==> src/rtl/rb1_arb_if.sv <==
// Port bundle for rb1_arb: two requester ports (0 = serial framer, 1 = host)
// plus the single-ported register-bank bus the arbiter drives.
interface rb1_arb_if;
  logic       req0;
  logic       rw0;
  logic [4:0] a0;
  logic [7:0] d0;
  logic       gnt0;
  logic [7:0] q0;
  logic       qv0;

  logic       req1;
  logic       rw1;
  logic [4:0] a1;
  logic [7:0] d1;
  logic       gnt1;
  logic [7:0] q1;
  logic       qv1;

  logic       RB1_RW;
  logic [4:0] RB1_A;
  logic [7:0] RB1_D;
  logic [7:0] RB1_Q;

  modport slave (
    input  req0, rw0, a0, d0, req1, rw1, a1, d1, RB1_Q,
    output gnt0, q0, qv0, gnt1, q1, qv1, RB1_RW, RB1_A, RB1_D
  );

  modport master (
    output req0, rw0, a0, d0, req1, rw1, a1, d1, RB1_Q,
    input  gnt0, q0, qv0, gnt1, q1, qv1, RB1_RW, RB1_A, RB1_D
  );
endinterface

==> src/rtl/rb1_arb.sv <==
// Two-port arbiter onto a single register bank with 2-cycle read return.
// Define RB1_ARB_FIXED_PRIO_EN for fixed port-0 priority; default is round-robin.
module rb1_arb (
  input  logic      clk,
  input  logic      rst,
  rb1_arb_if.slave  bus
);

  typedef struct packed {
    logic vld;
    logic port;
  } tag_t;

  logic       gnt0;
  logic       gnt1;
  logic       xfer;
  logic       sel;
  logic       c_rw;
  logic [4:0] c_a;
  logic [7:0] c_d;

  logic       rw_q, rw_d;
  logic [4:0] a_q,  a_d;
  logic [7:0] d_q,  d_d;
  tag_t       tag1_q, tag1_d;
  tag_t       tag2_q, tag2_d;
  logic [7:0] q0_q, q0_d;
  logic [7:0] q1_q, q1_d;
  logic       qv0_q, qv0_d;
  logic       qv1_q, qv1_d;

`ifndef RB1_ARB_FIXED_PRIO_EN
  // Port that won the most recent transfer; reset to 1 so port 0 wins first contention.
  logic       last_q, last_d;
`endif

  // Grants are combinational so a lone requester is served in the same cycle.
  always_comb begin
    // NOTE: every combinational output gets a default first so no path infers a latch.
    gnt0 = 1'b0;
    gnt1 = 1'b0;
    if (rst) begin
`ifdef RB1_ARB_FIXED_PRIO_EN
      gnt0 = bus.req0;
      gnt1 = bus.req1 & ~bus.req0;
`else
      if (bus.req0 && bus.req1) begin
        gnt0 = last_q;
        gnt1 = ~last_q;
      end else begin
        gnt0 = bus.req0;
        gnt1 = bus.req1;
      end
`endif
    end
  end

  assign xfer = gnt0 | gnt1;
  assign sel  = gnt1;
  assign c_rw = sel ? bus.rw1 : bus.rw0;
  assign c_a  = sel ? bus.a1  : bus.a0;
  assign c_d  = sel ? bus.d1  : bus.d0;

  always_comb begin
    rw_d   = 1'b1;
    a_d    = a_q;
    d_d    = d_q;
    if (xfer) begin
      rw_d = c_rw;
      a_d  = c_a;
      d_d  = c_d;
    end

    // Read tags ride two stages: bank samples in stage 1, data returns in stage 2.
    tag1_d = '{vld: xfer & c_rw, port: sel};
    tag2_d = tag1_q;

    qv0_d  = tag2_q.vld & ~tag2_q.port;
    qv1_d  = tag2_q.vld &  tag2_q.port;
    q0_d   = qv0_d ? bus.RB1_Q : q0_q;
    q1_d   = qv1_d ? bus.RB1_Q : q1_q;

`ifndef RB1_ARB_FIXED_PRIO_EN
    last_d = xfer ? sel : last_q;
`endif
  end

  // NOTE: state registers use non-blocking assignments so all flops update together.
  always_ff @(posedge clk or negedge rst) begin
    if (!rst) begin
      rw_q   <= 1'b1;
      a_q    <= 5'h00;
      d_q    <= 8'h00;
      tag1_q <= '0;
      tag2_q <= '0;
      q0_q   <= 8'h00;
      q1_q   <= 8'h00;
      qv0_q  <= 1'b0;
      qv1_q  <= 1'b0;
`ifndef RB1_ARB_FIXED_PRIO_EN
      last_q <= 1'b1;
`endif
    end else begin
      rw_q   <= rw_d;
      a_q    <= a_d;
      d_q    <= d_d;
      tag1_q <= tag1_d;
      tag2_q <= tag2_d;
      q0_q   <= q0_d;
      q1_q   <= q1_d;
      qv0_q  <= qv0_d;
      qv1_q  <= qv1_d;
`ifndef RB1_ARB_FIXED_PRIO_EN
      last_q <= last_d;
`endif
    end
  end

  assign bus.gnt0   = gnt0;
  assign bus.gnt1   = gnt1;
  assign bus.q0     = q0_q;
  assign bus.q1     = q1_q;
  assign bus.qv0    = qv0_q;
  assign bus.qv1    = qv1_q;
  assign bus.RB1_RW = rw_q;
  assign bus.RB1_A  = a_q;
  assign bus.RB1_D  = d_q;

endmodule

==> src/flat_wrapper.sv <==
// flat-port wrapper written by rule: the top's interface ports become plain ports
module rb1_arb_flat 
  (clk, rst, bus_req0, bus_rw0, bus_a0, bus_d0, bus_req1, bus_rw1, bus_a1, bus_d1, bus_RB1_Q, bus_gnt0, bus_q0, bus_qv0, bus_gnt1, bus_q1, bus_qv1, bus_RB1_RW, bus_RB1_A, bus_RB1_D);
  rb1_arb_if bus_i ();
  input  logic clk;
  input  logic rst;
  input wire logic [$bits(bus_i.req0)-1:0] bus_req0;
  input wire logic [$bits(bus_i.rw0)-1:0] bus_rw0;
  input wire logic [$bits(bus_i.a0)-1:0] bus_a0;
  input wire logic [$bits(bus_i.d0)-1:0] bus_d0;
  input wire logic [$bits(bus_i.req1)-1:0] bus_req1;
  input wire logic [$bits(bus_i.rw1)-1:0] bus_rw1;
  input wire logic [$bits(bus_i.a1)-1:0] bus_a1;
  input wire logic [$bits(bus_i.d1)-1:0] bus_d1;
  input wire logic [$bits(bus_i.RB1_Q)-1:0] bus_RB1_Q;
  output wire logic [$bits(bus_i.gnt0)-1:0] bus_gnt0;
  output wire logic [$bits(bus_i.q0)-1:0] bus_q0;
  output wire logic [$bits(bus_i.qv0)-1:0] bus_qv0;
  output wire logic [$bits(bus_i.gnt1)-1:0] bus_gnt1;
  output wire logic [$bits(bus_i.q1)-1:0] bus_q1;
  output wire logic [$bits(bus_i.qv1)-1:0] bus_qv1;
  output wire logic [$bits(bus_i.RB1_RW)-1:0] bus_RB1_RW;
  output wire logic [$bits(bus_i.RB1_A)-1:0] bus_RB1_A;
  output wire logic [$bits(bus_i.RB1_D)-1:0] bus_RB1_D;
  assign bus_i.req0 = bus_req0;
  assign bus_i.rw0 = bus_rw0;
  assign bus_i.a0 = bus_a0;
  assign bus_i.d0 = bus_d0;
  assign bus_i.req1 = bus_req1;
  assign bus_i.rw1 = bus_rw1;
  assign bus_i.a1 = bus_a1;
  assign bus_i.d1 = bus_d1;
  assign bus_i.RB1_Q = bus_RB1_Q;
  assign bus_gnt0 = bus_i.gnt0;
  assign bus_q0 = bus_i.q0;
  assign bus_qv0 = bus_i.qv0;
  assign bus_gnt1 = bus_i.gnt1;
  assign bus_q1 = bus_i.q1;
  assign bus_qv1 = bus_i.qv1;
  assign bus_RB1_RW = bus_i.RB1_RW;
  assign bus_RB1_A = bus_i.RB1_A;
  assign bus_RB1_D = bus_i.RB1_D;
  rb1_arb u_core (.clk(clk), .rst(rst), .bus(bus_i));
endmodule
==> config.mk <==
export PLATFORM = sky130hd
export DESIGN_NAME = rb1_arb_flat
export DESIGN_NICKNAME = d
export VERILOG_FILES = /design/src/rtl/rb1_arb_if.sv /design/src/rtl/rb1_arb.sv /design/src/flat_wrapper.sv
export SDC_FILE = /design/constraint.sdc
export NUM_CORES = 1
export LEC_CHECK = 0
export CAP_MARGIN = 10
export CORE_MARGIN = 4
export CORE_UTILIZATION = 35
export CTS_CLUSTER_SIZE = 24
export DETAILED_ROUTE_END_ITERATION = 6
export GPL_TIMING_DRIVEN = 1
export PLACE_DENSITY = 0.79
export SLEW_MARGIN = 20
export SYNTH_ARGS = -nofsm -noshare
export SYNTH_HDL_FRONTEND = slang
export SYNTH_SLANG_ARGS = --single-unit
==> constraint.sdc <==
create_clock -name clk -period 3.5 [get_ports clk]
set_input_delay 0.7 -clock clk [delete_from_list [all_inputs] [get_ports clk]]
set_output_delay 0.7 -clock clk [all_outputs]
set_load 0.01 [all_outputs]
[After elaboration in Yosys (flattened, before gate mapping)]
Index checks and enable logic that the tools add are counted.
Storage, ports and cells
  flip-flop bits (word level): 37
  input bits: 40
  output and inout bits: 34
  word-level logic and storage cells: 27
Operators by class
  mux-type cells: 8
  bitwise operators: 6
  reductions and logical operators: 1
Operators with widths (number)
  $mux 8: 1
  $mux 1: 6
  $mux 5: 1
  $and 1x1->1: 3
  $not 1->1: 2
  $logic_and 1x1->1: 1
  $or 1x1->1: 1

[Longest topological paths before layout]
Gate-level depths: netlist of the first run.
  word-level depth: 5
  mapped depth: 4
  gate-level depth less buffers: 3

[Worst setup path before layout of the first run]
No wires, ideal clock.
  kind: input to output
  from: in bus_req0
  to: out bus_gnt1
  data arrival time: 1210 ps
  data required time: 2800 ps
  setup slack: 1590 ps
  stages: 3
  buffers on the path: 1
  path through: and2_4 > clkbuf_1 > nor2_1
On the way
  cells in the longest elaborated chain, start to end: 3
RTL lines
  from (decl): line flat_wrapper.sv:7  | input wire logic [$bits(bus_i.req0)-1:0] bus_req0;
  $logic_and 1x1->1: line rb1_arb.sv:47  | if (bus.req0 && bus.req1) begin
  $mux 1: line rb1_arb.sv:47
  $mux 1: line rb1_arb.sv:42  | if (rst) begin
  to (decl): line flat_wrapper.sv:19  | output wire logic [$bits(bus_i.gnt1)-1:0] bus_gnt1;
Every way passes these cells.

[Worst setup path after layout of the first run]
Same ends and word-level chain as after synthesis.

==> metrics, run 1 <==
final setup margin between 0.6 and 0.7 ns; IO buf count 73; Final period util 0.8006; Max Root-Sink Buffers 2; setup bufs post-CTS 0; reg2reg path depth 2; status completed; Skew-Pair Late Insertion Delay 0.29 ns; worst r2r src u_core.tag2_q[0]$_DFF_PN0_; vias per std cell 4.863; skew final ~0.0046 ns; area grow syn2layout 53.57%; DR iter-0 viols 53; Commonest cells post-synth 35 x dfrtp_1, 14 x nor2_1, 14 x o21ai_0, 14 x or3b_1; Cell Int Power a little under 900 uW; Gate power share 0.297; Pleak between 0.9 and 1 nW; total CTS buffers 5; Synth async-reset ratio 1.000; Synth area leader dfrtp_1; CP Data Required Time between 2 and 3 ns; Tmin final around 2.8 ns; WL per Instance 13.94 um; clock sink count 37; Slew Limit Fails 0; reg2reg setup slack 2.26 ns; max cap viols 0; final wirelength roughly 3600 um; Non-Filler Instances 256; IO Pins 74; endpoint class of the critical path primary output; largest net degree at the start of global routing 34; Antenna Violating Nets Remaining 0; vias in the first global route between 1000 and 1500; antenna violations before repair 0; number of enable flip-flop cells after synthesis 0; Net Sw Power 321.9 uW; cell area after synthesis ~1600 sq um; Setup CP Type in -> out; CP Max Fanout 30; DP Cell Count approximately 250; die footprint between 5000 and 6000 sq um; Antenna Cells 0; synth warn 0; gp weighted congestion ~0.7; Final Hold Violating Endpoints 0; Seq cells post-synth 37; Main synth FF type dfrtp_1; Netlist cell types 20; pre-CTS setup slack 0.6888 ns; worst min path class in -> async; CORE AREA about 4300 sq um; synthesized net count 171; startpoint type of the worst setup path input pin; dpl hpwl 2729 um; Post-CTS Hold Buffers 0; total power between 1 and 1.5 mW; Clock transition at path regs roughly 0.070 ns; Slew HR 0.3907; PostCTS Resize Cnt 0; Post-route DRC 0; switching share of total power 0.2712; sequential area share after synthesis 0.5950; RSZ-0062 raised after global routing no; # rows 24; All-Layer GR Usage 0.1357; Reg power frac 0.459; final instance area ~2400 sq um; fmax roughly 360 MHz; Syn Inst Count 131; final setup vio count 0; Synth area leaders dfrtp_1 56%, mux2_2 9.4%, or3b_1 7.9%, a31oi_1 5.2%, o21ai_0 4.5%; Worst EP arrival 2.10 ns; setup TNS 0 ns; Initial Utilization 0.3608; Vias 1245; clock share of power 0.245; Post-Route Utilization 0.5541; Post-Place Cell Area between 2000 and 2500 sq um; Cell Pwr Density slightly below 500 nW/um^2; Yosys top cell area share 0.5613; fin nets about 240; worst IR drop on VDD about 0.17 mV; Die Width roughly 75 um; syn_area_per_cell ~12 sq um; Worst Tran Pin Value slightly above 0.9 ns; most frequent cell after synthesis dfrtp_1; H-tree Lvls 2; TritonCTS clock tree yes; hold slack between 0.2 and 0.25 ns; drt first pass iters 3; Reg-to-Reg End u_core.bus.q0[5]$_DFFE_PN0P_; chip height around 75 um; first-pass GRT wire length 5630 um; layout cells sized above 1 0.1324; Clock Tree Root clkbuf_8; global route overflow 0
==> registers in the layout, summed over array words and instances, names as in the netlist, 2 cells and up <==
register / cells
u_core.bus.q0: 8
u_core.bus.RB1_A: 5
u_core.bus.RB1_D: 8
u_core.tag2_q: 2
u_core.bus.q1: 8
u_core.tag1_q: 2
==> logic make-up (layout without fill, tap and decap cells) <==
logic type             Yosys count  count (layout)  synth area share
and+or+nand+nor                 34              34            0.1323
muxes                           16              16            0.1155
buffers and inverters           13              86           0.04330
DFF                             37              37            0.5950
AOI/OAI and AO/OA               31              31            0.1139
==> worst max-delay path, stage by stage <==
cell and delay [ns]:
clkdlybuf4s50_1 0.44, and2_4 0.25, nor2_1 0.13, clkdlybuf4s50_1 0.57
==> worst max path at each step <==
| stage | slack [ns] | cells after the start | start | end |
|---|---|---|---|---|
| after floorplan | 1.59 | 3 | bus_req0 | bus_gnt1 |
| after global placement | 0.70 | 4 | bus_req0 | bus_gnt1 |
| after detailed placement | 0.69 | 4 | bus_req0 | bus_gnt1 |
| after CTS | 0.69 | 4 | bus_req0 | bus_gnt1 |
| after global routing | 0.58 | 4 | bus_req0 | bus_gnt1 |
| final | 0.70 | 4 | bus_req0 | bus_gnt1 |
==> power groups by stage <==
stage / Sequential, mW / Combinational [mW] / Clock, mW
2_1_floorplan: 0.587 / 0.101 / 0
3_3_place_gp: 0.550 / 0.350 / 0
3_5_place_dp: 0.554 / 0.359 / 0
4_1_cts: 0.546 / 0.359 / 0.303
5_1_grt: 0.554 / 0.383 / 0.322
6_report: 0.544 / 0.352 / 0.291
==> layout by cell type, fill, tap and decap left out, drive strengths merged <==
master	count
buf	3
clkinvlp	1
clkinv	2
dfstp	2
inv	3
o21a	1
nand2	3
o21ai	14
nand2b	1
or3b	14
a31oi	13
clkdlybuf4s50	72
a21oi	1
clkbuf	5
a21boi	1
dfrtp	35
o22ai	1
nand3	1
and2	1
mux2	16
nor2	14
==> area by class of cell <==
class / count / area [sq um]
clock buffers: 5 / 68.82
clock inverters: 3 / 17.52
flip-flops and latches: 37 / 928.4
repair buffers: 75 / 740.7
well taps: 52 / 65.06
inverters: 3 / 11.26
multi-input cells: 81 / 564.3
fillers: 405 / 1928
==> per-layer routing <==
metal / vias up / part of all wire / global-route usage
li1: 607 / - / -
met3: 5 / 0.10 / 0.05474
met1: 579 / 0.40 / 0.1579
met5: - / 0 / 0
met2: 54 / 0.49 / 0.2244
met4: 0 / 0.011 / 0.05336
Power figures use the tool's default switching activity.
==> inputs of run 2 (changes only) <==
==> constraint.sdc (replaced) <==
create_clock -name clk -period 2.9 [get_ports clk]
set_input_delay 0.58 -clock clk [delete_from_list [all_inputs] [get_ports clk]]
set_output_delay 0.58 -clock clk [all_outputs]
set_load 0.01 [all_outputs]
==> metrics, run 2 (same netlist as run 1, synthesis figures left out) <==
Initial Utilization 0.3608 (unchanged); DR iter-0 viols 69 (+30%); max cap viols 0 (unchanged); startpoint type of the worst setup path input pin; reg2reg setup slack 1.67 ns (-0.59 ns); endpoint class of the critical path primary output; Final period util 0.8821; CP Data Required Time 2.32 ns (-0.48 ns); Post-Route Utilization 0.5637 (+0.009548); Clock Tree Root clkbuf_8; Setup CP Type in -> out; skew final 0.005559 ns (+0.0009429 ns); Antenna Violating Nets Remaining 0 (unchanged); Final Hold Violating Endpoints 0 (unchanged); most frequent cells in the layout 72 x clkdlybuf4s50_1, 35 x dfrtp_1, 14 x nor2_1, 14 x or3b_1, 14 x o21ai_0; Worst Setup SP bus_req0; end of the critical path bus_gnt1; Vias 1241 (-0.32%); CP Max Fanout 30 (unchanged); # rows 24 (unchanged); All-Layer GR Usage 0.1332 (-0.002486); Post-route DRC 0 (unchanged); Pleak 0.9953 nW (+1.9%); CP max stage cell clkdlybuf4s50_1; largest stage delay on the critical path 0.57 ns (about the same); gp weighted congestion 0.6866 (-1.3%); Tmin final about 2.6 ns; vias per std cell 4.829 (-0.71%); Die Width 74.77 um (unchanged); Sequential Area 928.4 sq um (unchanged); Slew Limit Fails 0 (unchanged); setup bufs post-CTS 0 (unchanged); Clock transition at path regs 0.07 ns (about the same); largest net degree at the start of global routing 32 (-5.9%); worst min path class in -> async; final setup vio count 0 (unchanged); PostCTS Resize Cnt 0 (unchanged); total CTS buffers 5 (unchanged); dpl hpwl 2674 um (-2.0%); Cell Pwr Density 631.6 nW/um^2 (+27%); final wirelength 3556 um (-0.34%); area grow syn2layout 56.22%; crit path cell chain clkdlybuf4s50_1, and2_4, nor2_1, clkdlybuf4s50_1; vias in the first global route 1196 (+0.76%); final instance area 2437 sq um (+1.7%); Worst Tran Pin Value 0.4390 ns (-0.4749 ns); Skew-Pair Late Insertion Delay 0.28 ns (about the same); Worst EP arrival 1.98 ns (-0.12 ns); number of fill cells 408 (+0.74%); RSZ-0062 raised after global routing no; IO Pins 74 (unchanged); Max Root-Sink Buffers 2 (unchanged); Post-Place Cell Area 2317 sq um (+0.32%); TritonCTS clock tree yes; IO buf count 73 (unchanged); Crit path top cell by count clkdlybuf4s50_1; fin nets 244 (+0.41%); first-pass GRT wire length 5589 um (-0.73%); reg2reg path depth 2 (unchanged); Multi-input gate area 564.3 sq um (unchanged); worst IR drop on VDD 0.2412 mV (+39%); WL per Instance 13.84 um (-0.72%); antenna violations before repair 0 (unchanged); fmax 390.9 MHz; H-tree Lvls 2 (unchanged); commonest non-fill, non-tap cell in the layout clkdlybuf4s50_1; hold slack 0.1440 ns (-0.08731 ns); die footprint 5590 sq um (unchanged); chip height 74.77 um (unchanged); Reg-to-Reg End u_core.bus.q0[5]$_DFFE_PN0P_; Slew HR 0.7073 (+0.3166); setup TNS 0 ns (unchanged); status completed; drt first pass iters 4 (+1); CORE AREA 4324 sq um (unchanged); layout cells sized above 1 0.1366 (+0.004232); global route overflow 0 (unchanged); Antenna Cells 0 (unchanged); clock sink count 37 (unchanged); worst r2r src u_core.tag2_q[0]$_DFF_PN0_; Post-CTS Hold Buffers 0 (unchanged)
run 2: through the flow:
| stage | worst slack, ns | std cells | power [mW] |
|---|---|---|---|
| 2_1_floorplan | 1.230 | 131 | 0.8296 |
| 3_3_place_gp | 0.3460 | 249 | 1.087 |
| 3_5_place_dp | 0.3146 | 249 | 1.101 |
| 4_1_cts | 0.3180 | 257 | 1.566 |
| 5_1_grt | 0.2592 | 257 | 1.622 |
| 6_report | 0.3420 | 257 | 1.539 |
run 2: area by class of cell:
class	instances	share of cell area
clock buffer	6	0.03388
clock inverter	2	0.01540
inverter	3	0.004620
multi-input combinational	81	0.2315
sequential	37	0.3809
tap	52	0.02669
timing repair buffer	76	0.3070
run 2: worst min-delay path by stage:
| stage | end | start | cells past startpoint |
|---|---|---|---|
| floorplan | u_core.bus.RB1_A[0]$_DFFE_PN0P_ | rst | 0 |
| global placement | u_core.tag2_q[0]$_DFF_PN0_ | u_core.tag1_q[0]$_DFF_PN0_ | 0 |
| detailed placement | u_core.tag2_q[0]$_DFF_PN0_ | u_core.tag1_q[0]$_DFF_PN0_ | 0 |
| CTS | u_core.bus.RB1_D[4]$_DFFE_PN0P_ | rst | 1 |
| global route | u_core.bus.RB1_A[0]$_DFFE_PN0P_ | rst | 1 |
| finish | u_core.bus.RB1_D[3]$_DFFE_PN0P_ | rst | 1 |
run 2: routing by layer:
| metal | wire length (um) | global-route usage |
|---|---|---|
| met4 | 39 | 0.04150 |
| met2 | 1697 | 0.2322 |
| met3 | 317 | 0.04005 |
| met1 | 1501 | 0.1580 |
| met5 | 0 | 0 |
run 2: worst max-delay path, delay by kind of cell:
family	cells	cell delay (ns)
buf+inv	2	1.01
simple gates	2	0.39
run 2: power by group:
part	switching, mW	total, mW	internal, mW	leakage [nW]
logic	0.156	0.423	0.268	0.505
registers	0.0473	0.659	0.612	0.433
clock network	0.178	0.457	0.279	0.0574
==> inputs of run 3 (changes only) <==
--- a/config.mk
+++ b/config.mk
@@ -6,12 +6,12 @@
 export NUM_CORES = 1
 export LEC_CHECK = 0
 export CAP_MARGIN = 10
-export CORE_MARGIN = 4
 export CORE_UTILIZATION = 35
 export CTS_CLUSTER_SIZE = 24
 export DETAILED_ROUTE_END_ITERATION = 6
 export GPL_TIMING_DRIVEN = 1
 export PLACE_DENSITY = 0.79
+export RECOVER_POWER = 50
 export SLEW_MARGIN = 20
 export SYNTH_ARGS = -nofsm -noshare
 export SYNTH_HDL_FRONTEND = slang
==> metrics, run 3 (same netlist as run 1, synthesis figures left out) <==
Vias 1224 (-1.4%); Slew HR -0.2792 (-0.9865); drt first pass iters 3 (-1); Post-CTS Hold Buffers 0 (unchanged); Pleak 0.9825 nW (-1.3%); Setup CP Type in -> out; clock sink count 37 (unchanged); vias per std cell 4.781 (-0.98%); Gate power share 0.295 (+0.020); total CTS buffers 5 (unchanged); endpoint class of the critical path primary output; Tmin final 2.574 ns (+0.01592 ns); dpl hpwl 2402 um (-10%); Non-Filler Instances 256 (-0.39%); setup bufs post-CTS 0 (unchanged); IO Pins 74 (unchanged); # rows 23 (-4.2%); Net Sw Power 361.5 uW (-5.0%); All-Layer GR Usage 0.1476 (+0.01436); most frequent cells in the layout 71 x clkdlybuf4s50_1, 35 x dfrtp_1, 14 x nor2_1, 14 x or3b_1, 14 x o21ai_0; antenna violations before repair 0 (unchanged); CORE AREA 4144 sq um (-4.2%); status complete, but fails checks; number of fill cells 364 (-11%); H-tree Lvls 2 (unchanged); TritonCTS clock tree yes; final wirelength 3272 um (-8.0%); Antenna Cells 0 (unchanged); M2 GR Usage 0.2341 (+0.001874); max cap viols 1 (+1); Reg power frac 0.456 (+0.028); crit path cell chain dlygate4sd3_1, nand2_1, nor2_1, clkdlybuf4s50_1; Clock Tree Root clkbuf_8; area grow syn2layout 54.29%; met3 Track Usage GR 0.04934 (+0.009289); Cell Pwr Density 596.1 nW/um^2 (-5.6%); Post-route DRC 0 (unchanged); global route overflow 0 (unchanged); Worst Tran Pin Value 1.919 ns (+1.480 ns); CP Data Required Time 2.32 ns (about the same); Die Width 68.77 um (-8.0%); vias in the first global route 1081 (-9.6%); Antenna Violating Nets Remaining 0 (unchanged); IO buf count 73 (unchanged); DR iter-0 viols 62 (-10%); fin nets 245 (+0.41%); final setup vio count 0 (unchanged); switching share of total power 0.2520 (+0.004699); busiest grt layer met2; gp weighted congestion 0.6171 (-10%); Skew-Pair Late Insertion Delay 0.28 ns (about the same); setup TNS 0 ns (unchanged); RSZ-0062 raised after global routing no; met1 Use GR 0.1807 (+0.02266); layout cells sized above 1 0.1214 (-0.01523); CP max stage cell clkdlybuf4s50_1; Worst EP arrival 1.99 ns (about the same); skew final 0.007805 ns (+0.002247 ns); fmax 388.5 MHz (-0.62%); commonest non-fill, non-tap cell in the layout clkdlybuf4s50_1; worst min path class reg -> reg; CP Max Fanout 3 (-90%); DP Cell Count 248 (-0.40%); Final Hold Violating Endpoints 0 (unchanged); Max Root-Sink Buffers 2 (unchanged); first-pass GRT wire length 4933 um (-12%); chip height 68.77 um (-8.0%); worst IR drop on VDD 0.2442 mV (+1.2%); PostCTS Resize Cnt 0 (unchanged); startpoint type of the worst setup path input pin; failing checks max-capacitance violations, max-slew violations; largest stage delay on the critical path 0.58 ns (about the same); clock share of power 0.249 (-0.048); Cell Int Power 1.073 mW (-7.4%); Clock transition at path regs 0.06 ns (about the same); Final period util 0.8876 (+0.005490); die footprint 4729 sq um (-15%); Initial Utilization 0.3765 (+0.01569); Slew Limit Fails 38 (+38); largest net degree at the start of global routing 38 (+19%); WL per Instance 12.78 um (-7.6%)
[run 3: changes by cell type in the layout (fill, tap and decap cells not counted)]
cell,before,now
clkinvlp_4,1,0
clkdlybuf4s50_1,72,71
bufinv_16,1,0
buf_2,1,0
clkbuf_1,0,4
dlygate4sd3_1,0,1
[run 3: metal layers]
| metal | vias to the layer above | routed length [um] |
|---|---|---|
| li1 | 611 | - |
| met4 | 0 | 56 |
| met5 | - | 0 |
| met2 | 59 | 1460 |
| met3 | 8 | 339 |
| met1 | 546 | 1416 |
[run 3: power groups by stage]
stage	Sequential, mW	Combinational (mW)	Clock, mW
2_1_floorplan	0.708	0.122	0
3_3_place_gp	0.661	0.425	0
3_5_place_dp	0.666	0.430	0
4_1_cts	0.656	0.431	0.372
5_1_grt	0.668	0.466	0.394
6_report	0.655	0.424	0.357
[run 3: final cells by class]
| class | count | area, sq um | area share |
|---|---|---|---|
| multi-input cells | 81 | 564.3 | 0.2344 |
| flip-flops and latches | 37 | 928.4 | 0.3857 |
| clock buffers | 8 | 90.09 | 0.03742 |
| inverters | 3 | 11.26 | 0.004678 |
| well taps | 50 | 62.56 | 0.02599 |
| repair buffers | 77 | 750.7 | 0.3119 |
[run 3: path summary, 6_finish.rpt]
| kind | start | endpoint | slack, ns | cells after the start |
|---|---|---|---|---|
| min reg2reg | u_core.tag1_q[0]$_DFF_PN0_ | u_core.tag2_q[0]$_DFF_PN0_ | 0.35 | 0 |
| min in group asynchronous | rst | u_core.bus.q1[4]$_DFFE_PN0P_ | 1.09 | 2 |
| max in group asynchronous | rst | u_core.bus.q1[1]$_DFFE_PN0P_ | 0.70 | 2 |
| max | bus_req1 | bus_gnt1 | 0.33 | 4 |
| min | u_core.tag1_q[0]$_DFF_PN0_ | u_core.tag2_q[0]$_DFF_PN0_ | 0.35 | 0 |
| max reg2reg | u_core.last_q$_DFFE_PN1P_ | u_core.bus.RB1_D[3]$_DFFE_PN0P_ | 1.57 | 4 |
[run 3: worst max-delay path, delay by kind of cell]
kind | cells | cell delay, ns
buf+inv | 2 | 1.15
simple gates | 2 | 0.26
[run 3: stage by stage]
step,setup WS (ns),cell area (sq um),util,hold WS (ns),power (mW)
2_1_floorplan,1.230,1560,-,0.2844,0.8296
3_3_place_gp,0.4051,2322,0.5604,0.3337,1.086
3_5_place_dp,0.3878,2322,0.5604,0.3347,1.096
4_1_cts,0.3907,2412,0.5821,0.3508,1.459
5_1_grt,0.2610,2407,0.5809,0.3539,1.528
6_report,0.3261,2407,0.5809,0.3481,1.435
